**src/rtl/fifo_wr_arbiter.sv**
```systemverilog
// Round-robin write-port arbiter: grants one requester at a time for a bounded burst onto the FIFO write port.
// Optional macro FIFO_ARB_HIPRI_EN gives requester 0 absolute precedence at arbitration time.
module fifo_wr_arbiter #(
    parameter int num_req    = 4,
    parameter int data_width = 8,
    parameter int max_burst  = 4,
    parameter int cnt_width  = 3
) (
    input  logic                            clk,
    input  logic                            rst,
    input  logic [num_req-1:0]              req,
    input  logic [num_req*data_width-1:0]   req_data,
    input  logic                            w_full,
    output logic [num_req-1:0]              gnt,
    output logic [num_req-1:0]              ack,
    output logic                            w_inc,
    output logic [data_width-1:0]           w_data,
    output logic                            busy
);

    localparam int                   ow        = (num_req > 1) ? $clog2(num_req) : 1;
    localparam logic [cnt_width-1:0] last_beat = cnt_width'(max_burst - 1);
    localparam logic [ow-1:0]        last_idx  = ow'(num_req - 1);
    localparam logic [num_req-1:0]   one_lsb   = {{(num_req-1){1'b0}}, 1'b1};

    typedef enum logic [0:0] {
        IDLE  = 1'b0,
        BURST = 1'b1
    } state_t;

    state_t                 state_r;
    logic [ow-1:0]          owner_r;
    logic [ow-1:0]          last_owner_r;
    logic [cnt_width-1:0]   beat_cnt_r;
    logic [num_req-1:0]     gnt_r;
    logic                   busy_r;

    logic [ow-1:0]          winner_s;
    logic [ow-1:0]          idx_s;
    logic                   found_s;
    logic                   xfer_s;

    // Round-robin search starting just after the previous owner.
    always_comb begin
        winner_s = last_idx;
        idx_s    = '0;
        found_s  = 1'b0;
        for (int i = 1; i <= num_req; i++) begin
            idx_s = ow'((int'(last_owner_r) + i) % num_req);
            if (!found_s && req[idx_s]) begin
                winner_s = idx_s;
                found_s  = 1'b1;
            end else begin
                found_s  = found_s;
            end
        end
`ifdef FIFO_ARB_HIPRI_EN
        if (req[0]) begin
            winner_s = '0;
        end else begin
            winner_s = winner_s;
        end
`endif
    end

    assign xfer_s = busy_r & req[owner_r] & ~w_full;

    // Write-side outputs follow w_full and req[owner] in the same cycle.
    always_comb begin
        w_inc  = xfer_s;
        ack    = '0;
        w_data = '0;
        if (xfer_s) begin
            ack    = one_lsb << owner_r;
            w_data = req_data[int'(owner_r)*data_width +: data_width];
        end else begin
            ack    = '0;
            w_data = '0;
        end
    end

    assign gnt  = gnt_r;
    assign busy = busy_r;

    // Arbitration FSM; stalls hold the grant, a dropped request releases it.
    always_ff @(posedge clk or posedge rst) begin
        if (rst) begin
            state_r      <= IDLE;
            owner_r      <= '0;
            last_owner_r <= last_idx;
            beat_cnt_r   <= '0;
            gnt_r        <= '0;
            busy_r       <= 1'b0;
        end else begin
            case (state_r)
                IDLE: begin
                    if (|req) begin
                        state_r      <= BURST;
                        owner_r      <= winner_s;
                        last_owner_r <= winner_s;
                        beat_cnt_r   <= '0;
                        gnt_r        <= one_lsb << winner_s;
                        busy_r       <= 1'b1;
                    end else begin
                        state_r      <= IDLE;
                    end
                end
                BURST: begin
                    if (xfer_s) begin
                        if (beat_cnt_r == last_beat) begin
                            state_r <= IDLE;
                            gnt_r   <= '0;
                            busy_r  <= 1'b0;
                        end else begin
                            beat_cnt_r <= beat_cnt_r + cnt_width'(1);
                        end
                    end else if (!req[owner_r]) begin
                        state_r <= IDLE;
                        gnt_r   <= '0;
                        busy_r  <= 1'b0;
                    end else begin
                        state_r <= BURST;
                    end
                end
                default: begin
                    state_r <= IDLE;
                    gnt_r   <= '0;
                    busy_r  <= 1'b0;
                end
            endcase
        end
    end

endmodule

```
**config.mk**
```make
export PLATFORM = sky130hd
export DESIGN_NAME = fifo_wr_arbiter
export DESIGN_NICKNAME = d
export VERILOG_FILES = /design/src/rtl/fifo_wr_arbiter.sv
export SDC_FILE = /design/constraint.sdc
export NUM_CORES = 1
export LEC_CHECK = 0
export ABC_AREA = 0
export BUFFER_PORTS_ARGS = -buffer_cell sky130_fd_sc_hd__buf_2
export CAP_MARGIN = 20
export CELL_PAD_IN_SITES_DETAIL_PLACEMENT = 1
export CELL_PAD_IN_SITES_GLOBAL_PLACEMENT = 2
export CORE_MARGIN = 2
export CORE_UTILIZATION = 26
export CTS_CLUSTER_DIAMETER = 80
export DETAILED_ROUTE_END_ITERATION = 16
export PLACE_DENSITY = 0.86
export SKIP_CTS_REPAIR_TIMING = 1
export SYNTH_ARGS = -nofsm -noshare
export SYNTH_HDL_FRONTEND = slang
export SYNTH_SLANG_ARGS = --single-unit
```
**constraint.sdc**
```tcl
create_clock -name clk -period 3.9 [get_ports clk]
set_clock_uncertainty 0.05 [all_clocks]
set_input_delay 0.78 -clock clk [delete_from_list [all_inputs] [get_ports clk]]
set_output_delay 0.78 -clock clk [all_outputs]
set_load 0.01 [all_outputs]
```
## Yosys cells after proc, flatten, opt, wreduce, memory -nomap -nowiden

Index checks and enable logic that the tools add are counted.

| word-level totals | value |
|---|---|
| register bits | 13 |
| bits in latches | 0 |
| RAM bits | 0 |
| ROM bits | 0 |
| bits of input ports | 39 |
| output and inout bits | 18 |
| logic and storage cells | 77 |
| memories | 0 |

| operators by class | value |
|---|---|
| $add $sub $neg | 5 |
| multiply operators | 0 |
| divide/modulo/power cells | 0 |
| order comparisons | 5 |
| equality and inequality tests | 6 |
| shift operators | 3 |
| mux-type cells | 38 |
| bitwise logic cells | 4 |
| reduce and logical (&&, ||, !) cells | 10 |

Operators by type and width:

| cell | number |
|---|---|
| indexed part select 32 x 6 -> 8 bit | 1 |
| 2-to-1 mux 4 bit | 5 |
| 2-to-1 mux 1 bit | 16 |
| < comparator 2 x 3 -> 1 bit, second input constant | 5 |
| binary-select mux 1 bit (select 2 bit) | 5 |
| 2-to-1 mux 3 bit | 3 |
| 2-to-1 mux 2 bit | 4 |
| 2-to-1 mux 8 bit | 1 |
| case mux 4 bit (2 select lines) | 1 |
| left shift 1 x 2 -> 4 bit, first input constant | 2 |
| inequality test 2 bit, second input constant | 3 |
| case mux 3 bit (2 select lines) | 1 |
| AND reduction 3 bit | 2 |
| adder 2 x 1 -> 2 bit, second input constant | 2 |
| adder 2 bit, second input constant | 2 |
| case mux 1 bit (2 select lines) | 2 |
| OR reduction 4 bit | 1 |
| adder 3 x 1 -> 3 bit, second input constant | 1 |
| equality test 3 x 2 -> 1 bit, second input constant | 1 |
| logical AND 1 bit | 3 |
| zero test 1 bit | 3 |
| inequality test 3 x 2 -> 1 bit, second input constant | 1 |
| inequality test 3 bit, second input constant | 1 |
| AND 1 bit | 2 |
| 2 further kinds | 3 |

## Logic depth before layout (Yosys ltp)

Gate-level depths: netlist of the first run.

| logic depth | value |
|---|---|
| word-level depth | 16 |
| mapped depth | 6 |
| mapped depth without buffers | 6 |

## Least setup slack after synthesis of the first run

No wires, ideal clock.

| path | value |
|---|---|
| path kind | input to output |
| from | input req[1] |
| to | output w_data[0] |
| data arrival time | 1.722 ns |
| data required time | 3.070 ns |
| setup slack | 1.348 ns |
| stages | 4 |
| path buffers | 2 |
| path through | buf_2 -> mux4_2 -> buf_2 -> and3_1 |

| between the ends | value |
|---|---|
| longest elaborated chain between the ends | 5 |

RTL lines:

| item | RTL line | text |
|---|---|---|
| from (decl) | 11 | `input logic [num_req-1:0] req,` |
| binary-select mux 1 bit (select 2 bit) | 66 | `assign xfer_s = busy_r & req[owner_r] & ~w_full;` |
| 2-to-1 mux 1 bit (not written as such) | 66 |  |
| AND 1 bit (2 in series) | 66 |  |
| 2-to-1 mux 8 bit | 73 | `if (xfer_s) begin` |
| to (decl) | 17 | `output logic [data_width-1:0] w_data,` |

No other way between the ends. The select of a mux whose other input is x is not followed.

## Final worst setup path of the first run

| path | value |
|---|---|
| from | register owner_r[0] |
| to | output w_data[2] |

| between the ends | value |
|---|---|
| longest elaborated chain between the ends | 5 |
| elaborated cells on any way between the ends | 6 |
| those cells by class | 1 x shift; 3 x mux; 2 x bitwise |

RTL lines:

| item | RTL line | text |
|---|---|---|
| from (decl) | 32 | `logic [ow-1:0] owner_r;` |
| from (signal assigned) | 99 | `owner_r <= winner_s;` |
| branches (longest 4 deep; another with indexed part select 32 x 6 -> 8 bit) | n/a |  |
| 2-to-1 mux 8 bit * | 73 |  |

Mark *: on every way between the ends. The select of a mux whose other input is x is not followed.

==> results of run 1 <==
metrics by stage:
stage	hold WS (ns)	setup WS (ns)
final	0.438	1.03
after global routing	0.461	0.912
after CTS	0.446	1.00
after detailed placement	0.439	1.20
after global placement	0.419	1.22
after floorplan	0.407	1.35
sequential cells by signal, indices dropped and copies added (netlist names):
name,flops
beat_cnt_r,3
busy,1
gnt,4
last_owner_r,2
owner_r,2
state_r,1
synth_stat cells (2+ instances only):
cell type / instances
a21oi_1: 6
a32o_1: 4
and3_1: 8
buf_2: 3
clkbuf_1: 4
dfrtp_1: 11
dfstp_2: 2
ha_1: 2
inv_1: 6
mux2i_1: 3
mux4_1: 2
mux4_2: 7
nand2_1: 5
nand2b_1: 4
nand3_1: 2
nor2_1: 6
nor2b_1: 2
nor3_1: 2
nor4_1: 2
o21ai_0: 2
worst max-delay path by stage:
| stage | startpoint | end |
|---|---|---|
| floorplan | req[1] | w_data[0] |
| global placement | req[3] | w_data[1] |
| detailed placement | req[3] | w_data[0] |
| CTS | owner_r[0] | w_data[0] |
| global route | owner_r[0] | w_data[0] |
| finish | owner_r[0] | w_data[2] |
power groups by stage:
stage	logic, W	registers, W	clock network (W)
finish	0.000401	0.000300	0.000117
global route	0.000447	0.000315	0.000125
CTS	0.000407	0.000302	0.000118
detailed placement	0.000405	0.000304	0
global placement	0.000391	0.000297	0
floorplan	0.000340	0.000250	0
metal layers:
layer	GRT usage [%]	part of all wire, %
met2	27.1	51
met5	0	0
met1	14.1	37
met4	3.91	1.3
met3	3.08	10
worst register-to-register path: cells and delay by family (launching register included):
family,cells,cell delay (ns)
compound gates,2,0.42
simple gates,1,0.17
flops,1,0.75
mux,1,0.71
cell usage in the layout, fill, tap and decap left out:
cell / instances
a21o_1: 1
a21oi_1: 6
a22o_1: 1
a311o_1: 1
a311oi_1: 1
a32o_1: 4
and3_1: 8
and3_4: 1
and4_1: 1
buf_2: 56
clkbuf_8: 3
clkinv_2: 1
dfrtp_1: 11
dfstp_2: 2
ha_1: 2
inv_1: 6
mux2i_1: 3
mux4_1: 2
mux4_2: 7
nand2_1: 5
nand2b_1: 4
nand3_1: 2
nor2_1: 6
nor2b_1: 2
nor3_1: 2
nor4_1: 2
o2111ai_1: 1
o211ai_1: 1
o21a_1: 1
o21ai_0: 2
o21ai_1: 1
or3b_2: 1
area by class of cell:
cell class,instances,area (µm²)
fillers,451,2320
clock inverters,1,5.00
inverters,6,22.5
clock buffers,3,41.3
multi-input cells,68,599
flip-flops and latches,13,328
repair buffers,56,280
well taps,48,60.1
cells by family after synthesis:
| logic type | after synthesis | synth area share (%) |
|---|---|---|
| flops | 13 | 33.1 |
| fa+ha+maj | 2 | 2.52 |
| mux | 12 | 24.2 |
| simple gates | 34 | 19.2 |
| buf+inv | 14 | 6.44 |
| compound gates | 20 | 14.5 |
==> flow_summary_export.csv, run 1 <==
group,metric,value,unit
setup_path,path_cells,"mux4_2 > and3_1 > buf_2",
yosys,yosys_warnings,0,
route,vias_per_cell,5.06,
yosys,synth_area_leaders,"dfrtp_1 28%, mux4_2 16%, dfstp_2 5.3%",
power,power_leakage,0.687,nW
final_layout,nNetsFinal,189,
power,p_comb_share,49.0,%
route,ant_nets,0,
final_layout,final_core_util,36.5,%
setup_path,path_class,"reg -> out",
setup_path,path_max_fanout,14,
power,switching_power,0.000336,W
route,route.final.wire_length,2.92,mm
clock_tree,h-tree-depth,1,
setup_path,cp.depth,3,
sta,slew_viol_final,0,
global_routing,grt_pass1_vias,1043,
sta,fin_tns_setup,0,ns
final_layout,diodes,0,
min_path,holdPathStages,1,
clock_tree,cts_buffers,3,
sta,setup_viol,0,
clock_tree,path_clk_slew,0.05,ns
floorplanning,die_w,65.7,µm
route,firstDrtPassIters,4,
setup_path,end_kind,"output port",
min_path,min_from,"beat_cnt_r[0]",
floorplanning,die_h,65.7,µm
power,seqPwrFrac,36.7,%
floorplanning,core_area,3660,µm²
final_layout,drive_gt1_share,48.3,%
sta,fin_crit_sh,73.5,%
min_path,min_to,"beat_cnt_r[0]",
clock_tree,clock_path_buffers,2,
route,drtIter0Drc,16,
yosys,syn-instance-count,95,
power,p_int,0.000482,W
yosys,syn_area,991,µm²
power,p_sw_share,41.1,%
setup_path,reg2reg_from,"owner_r[0]",
setup_path,r2r-end,"gnt[3]",
min_path,hold_path_class,"reg -> reg",
clock_tree,clockRootBuffer,"clkbuf_8",
yosys,yosysSeqAreaShare,33.1,%
sta,hold_viol,0,
floorplanning,die_area,4320,µm²
global_routing,overflow,0,
yosys,synth.avg_cell_area,10.4,µm²
sta,relSlewSlack,49.4,%
clock_tree,clk_latency,0.24,ns
setup_path,cp_slowest_cell,"dfrtp_1",
power,vdd_drop_max,176,µV
yosys,synth-async-reset-ratio,100,%
floorplanning,start_util,27.1,%
setup_path,critical_path_buf_inv_count,1,
setup_path,critPathArrivalTime,2.04,ns
final_layout,syn2layout_area_growth,34.8,%
setup_path,rrSetupSlack,1.68,ns
placement,place_inst,191,
yosys,synth_top_area_cell,"dfrtp_1",
yosys,synth_edf_count,0,
run_status,status,"completed",
route,route.detailed.drc,0,
setup_path,max_stage_delay,0.75,ns
final_layout,fin_cells,195,
global_routing,grt_antenna_before_repair,0,
setup_path,cp.required,3.07,ns
power,power.share.clock,14.3,%
sta,max_freq,349,MHz
floorplanning,pin_count,57,
route,num_vias,987,
global_routing,grt_max_degree,15,
clock_tree,cts_tree,"built",
sta,finalCriticalPeriod,2.87,ns
power,p_total,0.000818,W
yosys,synth.distinct_cells,32,
setup_path,worstSetupStartpointType,"flop",
placement,dp_hpwl,2.43,mm
sta,worst-slew-pin-transition,0.756,ns
global_routing,grt_pass1_wl,4.64,mm
sta,rsz0062_at_grt,"no",
placement,dpl_cell_area,1290,µm²
yosys,yosysTopAreaCellShare,27.8,%
placement,gp_congestion,0.722,
job,max_cap_viol_count,0,
power,powerDensity,612,nW/µm²
yosys,ys_ff_latch,13,
yosys,syn-num-nets,136,
route,routedWlPerCell,14.9,µm
global_routing,track_usage,13.7,%
setup_path,path_delay_family,"flip-flops",
yosys,ys.flop_type,"dfrtp_1",
clock_tree,cts.sinks,13,
placement,port-buffer-count,56,
setup_path,reg2reg_depth,4,
final_layout,stdcell_area,1340,µm²
floorplanning,row_count,22,
No activity file was read; power rests on OpenSTA's default activity.
==> run 2: changes to the inputs <==
- ABC_AREA: 0 -> 1
- CORE_UTILIZATION: 26 -> 23
- PLACE_DENSITY: 0.86 -> 0.81
- clock period: 3.9 -> 2.8 ns (I/O delays scaled with it)
==> run 2 against run 1 <==
Effect of this change:
- die area grew 40%
- cell area grew 21%
- total power is 100% higher
- non-clock buffer count unchanged
- register-to-register slack lost 0.82 ns
- worst setup slack lost 0.75 ns
- hold slack worse by 0.16 ns
- final cell count up 61%
- first-iteration DRC count rose to 2.9 times the previous value
- core utilization fell by 5.2 points
==> flow_summary_export.csv, run 2 <==
group,metric,value,unit
placement,gp_congestion,0.712,
sta,slew_viol_final,0,
yosys,synth_commonest_cells,"74 x nand2_1, 19 x nand3_1, 15 x inv_1, 11 x dfrtp_1",
yosys,synth.avg_cell_area,6.61,µm²
sta,worst-slew-pin-transition,0.511,ns
yosys,yosysTopAreaCellShare,22.2,%
final_layout,fillers,697,
floorplanning,start_util,24.1,%
global_routing,overflow,0,
route,route.final.wire_length,3.89,mm
placement,pre_cts_slack,0.508,ns
setup_path,critPathLaunch,"owner_r[1]",
setup_path,end_kind,"output port",
floorplanning,die_area,6030,µm²
setup_path,max_stage_delay,0.53,ns
setup_path,cp.required,2.19,ns
clock_tree,path_clk_slew,0.06,ns
setup_path,path_max_fanout,13,
sta,finalCriticalPeriod,2.52,ns
setup_path,critPathCapture,"w_data[2]",
setup_path,r2r-end,"owner_r[0]",
power,vdd_drop_max,383,µV
job,max_cap_viol_count,0,
final_layout,multi_input_area,801,µm²
final_layout,regArea,328,µm²
final_layout,diodes,0,
floorplanning,pin_count,57,
sta,fin_tns_setup,0,ns
clock_tree,clk_latency,0.24,ns
floorplanning,die_w,77.7,µm
clock_tree,cts_buffers,3,
setup_path,cp_slowest_cell,"dfrtp_1",
run_status,status,"completed",
min_path,hold_path_class,"in -> async",
yosys,synth_area_leaders,"nand2_1 22%, dfrtp_1 22%, nand3_1 7.6%",
route,drtIter0Drc,47,
yosys,yosys_warnings,0,
clock_tree,clock_path_buffers,2,
setup_path,worstSetupStartpointType,"flop",
setup_path,rrSetupSlack,0.86,ns
clock_tree,cts_tree,"built",
sta,setup_viol,0,
power,power_leakage,0.897,nW
placement,dp_hpwl,3.05,mm
setup_path,reg2reg_from,"last_owner_r[0]",
placement,port-buffer-count,56,
setup_path,path_class,"reg -> out",
yosys,yosysSeqAreaShare,26.3,%
route,routedWlPerCell,12.4,µm
yosys,ys_ff_latch,13,
final_layout,syn2layout_area_growth,29.5,%
setup_path,path_cells,"inv_2 > nor2_4 > nand2_1 > o2111ai_2 > nand2_4 > a31oi_1 > buf_2",
final_layout,largest_register_ffs,4,
final_layout,layout_commonest_cell,"nand2_1",
global_routing,grt_antenna_before_repair,0,
setup_path,critical_path_buf_inv_count,2,
setup_path,cp.depth,7,
final_layout,drive_gt1_share,36.5,%
floorplanning,core_area,5170,µm²
final_layout,nNetsFinal,286,
route,vias_per_cell,4.59,
global_routing,track_usage,13.5,%
sta,hold_viol,0,
setup_path,critPathArrivalTime,1.91,ns
yosys,synth_edf_count,0,
clock_tree,h-tree-depth,1,
sta,relSlewSlack,65.9,%
yosys,yosysMostFrequentCell,"nand2_1",
yosys,synth-async-reset-ratio,100,%
route,route.detailed.drc,0,
sta,fin_ws,0.281,ns
final_layout,final_cell_mix,"74 x nand2_1, 56 x buf_2, 19 x nand3_1, 15 x inv_1, 11 x dfrtp_1",
route,num_vias,1440,
yosys,syn_area,1250,µm²
sta,max_freq,397,MHz
yosys,synth.distinct_cells,27,
yosys,syn-num-nets,230,
setup_path,reg2reg_depth,11,
global_routing,grt_pass1_wl,6.77,mm
clock_tree,cts.sinks,13,
clock_tree,clockRootBuffer,"clkbuf_8",
sta,fin_crit_sh,90.0,%
power,powerDensity,1020,nW/µm²
yosys,ys.flop_type,"dfrtp_1",
floorplanning,die_h,77.7,µm
floorplanning,row_count,26,
global_routing,grt_pass1_vias,1465,
route,firstDrtPassIters,4,
sta,rsz0062_at_grt,"no",
global_routing,grt_max_degree,16,
setup_path,path_delay_family,"flip-flops",
yosys,synth_top_area_cell,"nand2_1",
yosys,syn-instance-count,189,
route,ant_nets,0,
-- run 2: changes by cell type after synthesis, sizes merged, moves of 9 or more --
| cell | before | now |
|---|---|---|
| nand2 | 5 | 84 |
| nand3 | 2 | 23 |
| mux4 | 9 | 0 |
| inv | 6 | 20 |
| and3 | 9 | 0 |
-- run 2: where the power goes --
group	total, W	switching (W)	leakage [nW]	internal (W)
logic	0.00110	0.000735	0.710	0.000369
clock network	0.000171	0.0000706	0.0228	0.000101
registers	0.000381	0.000110	0.164	0.000271
total	0.00166	0.000916	0.897	0.000740
-- run 2: final cells by class --
type,instances,share of cell area [%]
multi-input cells,151,49.5
flip-flops and latches,13,20.3
repair buffers,56,17.3
well taps,70,5.42
inverters,20,4.64
clock buffers,4,2.79
-- run 2: kinds of logic after synthesis --
family / count (synthesis) / synth area share [%]
AND/OR/NAND/NOR: 123 / 47.8
AO/OA/AOI/OAI: 26 / 14.3
buffers and inverters: 25 / 9.62
flip-flops: 13 / 26.3
adder cells (fa/ha/maj): 2 / 2.00
-- run 2: worst min-delay path by stage --
stage	cells past startpoint	to	start	slack, ns
floorplan	1	beat_cnt_r[0]	rst	0.39
global placement	2	gnt[1]	gnt[1]	0.42
detailed placement	2	gnt[2]	gnt[2]	0.43
CTS	2	gnt[0]	rst	0.30
global route	2	gnt[1]	rst	0.32
finish	2	gnt[1]	rst	0.28
-- run 2: routing by layer --
layer | up-vias | GRT usage, % | wire length [µm]
met5 | - | 0 | 0
met4 | 0 | 5.00 | 59
met3 | 7 | 2.09 | 186
met2 | 39 | 21.6 | 1780
met1 | 664 | 18.3 | 1870
li1 | 730 | - | -
-- run 2: worst reg2reg max path: cells and delay by family, from the launching register on --
| family | cells | cell delay, ns |
|---|---|---|
| AO/OA/AOI/OAI | 1 | 0.07 |
| flip-flops | 1 | 0.70 |
| buffers and inverters | 1 | 0.20 |
| AND/OR/NAND/NOR | 9 | 0.82 |
-- run 2: per-stage QoR --
stage               instance area, µm²  utilization [%]  hold WS [ns]  total power, W  std cells
floorplan                         1250                -         0.386         0.00125        189
global placement                  1570             30.4         0.416         0.00149        310
detailed placement                1570             30.4         0.425         0.00151        310
CTS                               1620             31.3         0.302         0.00169        314
global route                      1620             31.3         0.321         0.00185        314
finish                            1620             31.3         0.283         0.00166        314
==> run 3: changes to the inputs <==
--- a/config.mk
+++ b/config.mk
@@ -15,4 +15,5 @@
 export CTS_CLUSTER_DIAMETER = 80
 export DETAILED_ROUTE_END_ITERATION = 16
+export GPL_ROUTABILITY_DRIVEN = 0
 export PLACE_DENSITY = 0.81
 export SKIP_CTS_REPAIR_TIMING = 1
==> constraint.sdc (replaced) <==
create_clock -name clk -period 2.8 [get_ports clk]
set_clock_uncertainty 0.05 [all_clocks]
set_input_delay 0.7 -clock clk [delete_from_list [all_inputs] [get_ports clk]]
set_output_delay 0.7 -clock clk [all_outputs]
set_load 0.01 [all_outputs]
==> run 3 against run 2 <==
Effect of this change:
- wire length up 1.4%
- cell area up 0.62%
- core utilization up 0.19 points
- combinational power about the same
- die area unchanged
- non-clock buffer count up 1
- fmax down 2.8%
- critical path depth unchanged
- hold slack better by 0.15 ns
- highest routed layer unchanged
- total power up 0.55%
- worst setup slack worse by 0.073 ns
- register-to-register slack about the same
==> flow_summary_export.csv, run 3 (synthesis gave the netlist of run 2 again) <==
group,metric,value,unit
run_status,status,"completed",
floorplanning,die_h,77.7,µm
clock_tree,h-tree-depth,1,
route,vias_per_cell,4.54,
sta,finalCriticalPeriod,2.59,ns
final_layout,final_cell_mix,"74 x nand2_1, 56 x buf_2, 19 x nand3_1, 15 x inv_1, 9 x dfrtp_1",
final_layout,largest_register_ffs,4,
floorplanning,core_area,5170,µm²
clock_tree,cts.sinks,13,
clock_tree,clock_path_buffers,2,
setup_path,reg2reg_depth,11,
route,route.final.wire_length,3.94,mm
setup_path,end_kind,"output port",
setup_path,critPathArrivalTime,1.84,ns
setup_path,critPathCapture,"w_data[2]",
global_routing,track_usage,13.6,%
setup_path,rrSetupSlack,0.86,ns
clock_tree,clk_latency,0.24,ns
sta,hold_viol,0,
setup_path,r2r-end,"owner_r[0]",
route,drtIter0Drc,65,
floorplanning,die_area,6030,µm²
final_layout,nNetsFinal,287,
power,vdd_drop_max,365,µV
sta,max_freq,386,MHz
clock_tree,cts_buffers,3,
route,route.detailed.drc,0,
final_layout,drive_gt1_share,37.6,%
setup_path,path_class,"reg -> out",
sta,relSlewSlack,65.6,%
floorplanning,pin_count,57,
sta,fin_crit_sh,92.6,%
final_layout,syn2layout_area_growth,30.3,%
floorplanning,die_w,77.7,µm
route,num_vias,1431,
route,routedWlPerCell,12.5,µm
min_path,hold_path_class,"in -> async",
final_layout,layout_commonest_cell,"nand2_1",
floorplanning,row_count,26,
final_layout,diodes,0,
final_layout,fillers,707,
setup_path,reg2reg_from,"last_owner_r[0]",
global_routing,grt_max_degree,16,
power,power_leakage,0.899,nW
sta,fin_tns_setup,0,ns
clock_tree,path_clk_slew,0.06,ns
clock_tree,clockRootBuffer,"clkbuf_8",
placement,port-buffer-count,56,
route,ant_nets,0,
global_routing,grt_pass1_wl,6.85,mm
setup_path,worstSetupStartpointType,"flop",
sta,slew_viol_final,0,
clock_tree,cts_tree,"built",
sta,worst-slew-pin-transition,0.516,ns
sta,rsz0062_at_grt,"no",
global_routing,overflow,0,
sta,setup_viol,0,
setup_path,cp.required,2.05,ns
setup_path,path_max_fanout,13,
floorplanning,start_util,24.1,%
placement,dp_hpwl,3.15,mm
power,powerDensity,1020,nW/µm²
global_routing,grt_pass1_vias,1516,
route,firstDrtPassIters,4,
global_routing,grt_antenna_before_repair,0,
job,max_cap_viol_count,0,
final_layout,final_core_util,31.4,%
setup_path,critPathLaunch,"owner_r[0]",
-- run 3: cell count changes in the layout (fill, tap and decap cells not counted) --
| cell | change |
|---|---|
| dfrtp_2 | +2 |
| dfrtp_1 | -2 |
| buf_4 | +1 |
-- run 3: critical path, stage by stage (launching register included) --
cell and delay (ns):
dfrtp_2 0.47, inv_2 0.09, nor2_4 0.22, nand2_1 0.11, o2111ai_2 0.18, nand2_4 0.19
a31oi_1 0.19, buf_2 0.15
-- run 3: cell type report --
cell class	instances	area (µm²)	share of cell area (%)
clock buffers	4	45.0	2.77
multi-input cells	151	801	49.2
inverters	20	75.1	4.62
repair buffers	57	288	17.7
flip-flops and latches	13	330	20.3
well taps	70	87.6	5.38
-- run 3: where the power goes --
group / internal [W] / total, W / leakage, nW / switching, W
Clock: 0.000100 / 0.000168 / 0.0228 / 0.0000680
Sequential: 0.000274 / 0.000384 / 0.161 / 0.000110
Combinational: 0.000374 / 0.00111 / 0.715 / 0.000738
Total: 0.000749 / 0.00167 / 0.899 / 0.000916
-- run 3: worst min-delay path by stage --
stage | endpoint | slack (ns) | cells after the start
5_1_grt | beat_cnt_r[0] | 0.45 | 1
3_3_place_gp | gnt[1] | 0.42 | 2
6_report | gnt[0] | 0.43 | 2
2_1_floorplan | beat_cnt_r[0] | 0.40 | 1
4_1_cts | beat_cnt_r[0] | 0.44 | 1
3_5_place_dp | gnt[0] | 0.41 | 2
-- run 3: layer usage --
layer  part of all wire, %  vias up  global-route usage, %
met5                     0        -                      0
met3                   4.8        4                   1.98
met1                    48      653                   17.9
met4                  0.51        0                   2.86
li1                      -      738                      -
met2                    46       36                   23.5
-- run 3: per-stage QoR --
| stage | area, µm² | std cells | power (W) | hold WS [ns] | setup slack, ns |
|---|---|---|---|---|---|
| finish | 1630 | 315 | 0.00167 | 0.429 | 0.208 |
| floorplan | 1250 | 189 | 0.00125 | 0.403 | 0.522 |
| detailed placement | 1580 | 311 | 0.00152 | 0.413 | 0.222 |
| CTS | 1620 | 315 | 0.00170 | 0.438 | 0.0842 |
| global route | 1630 | 315 | 0.00186 | 0.447 | 0.0206 |
| global placement | 1580 | 311 | 0.00150 | 0.419 | 0.299 |
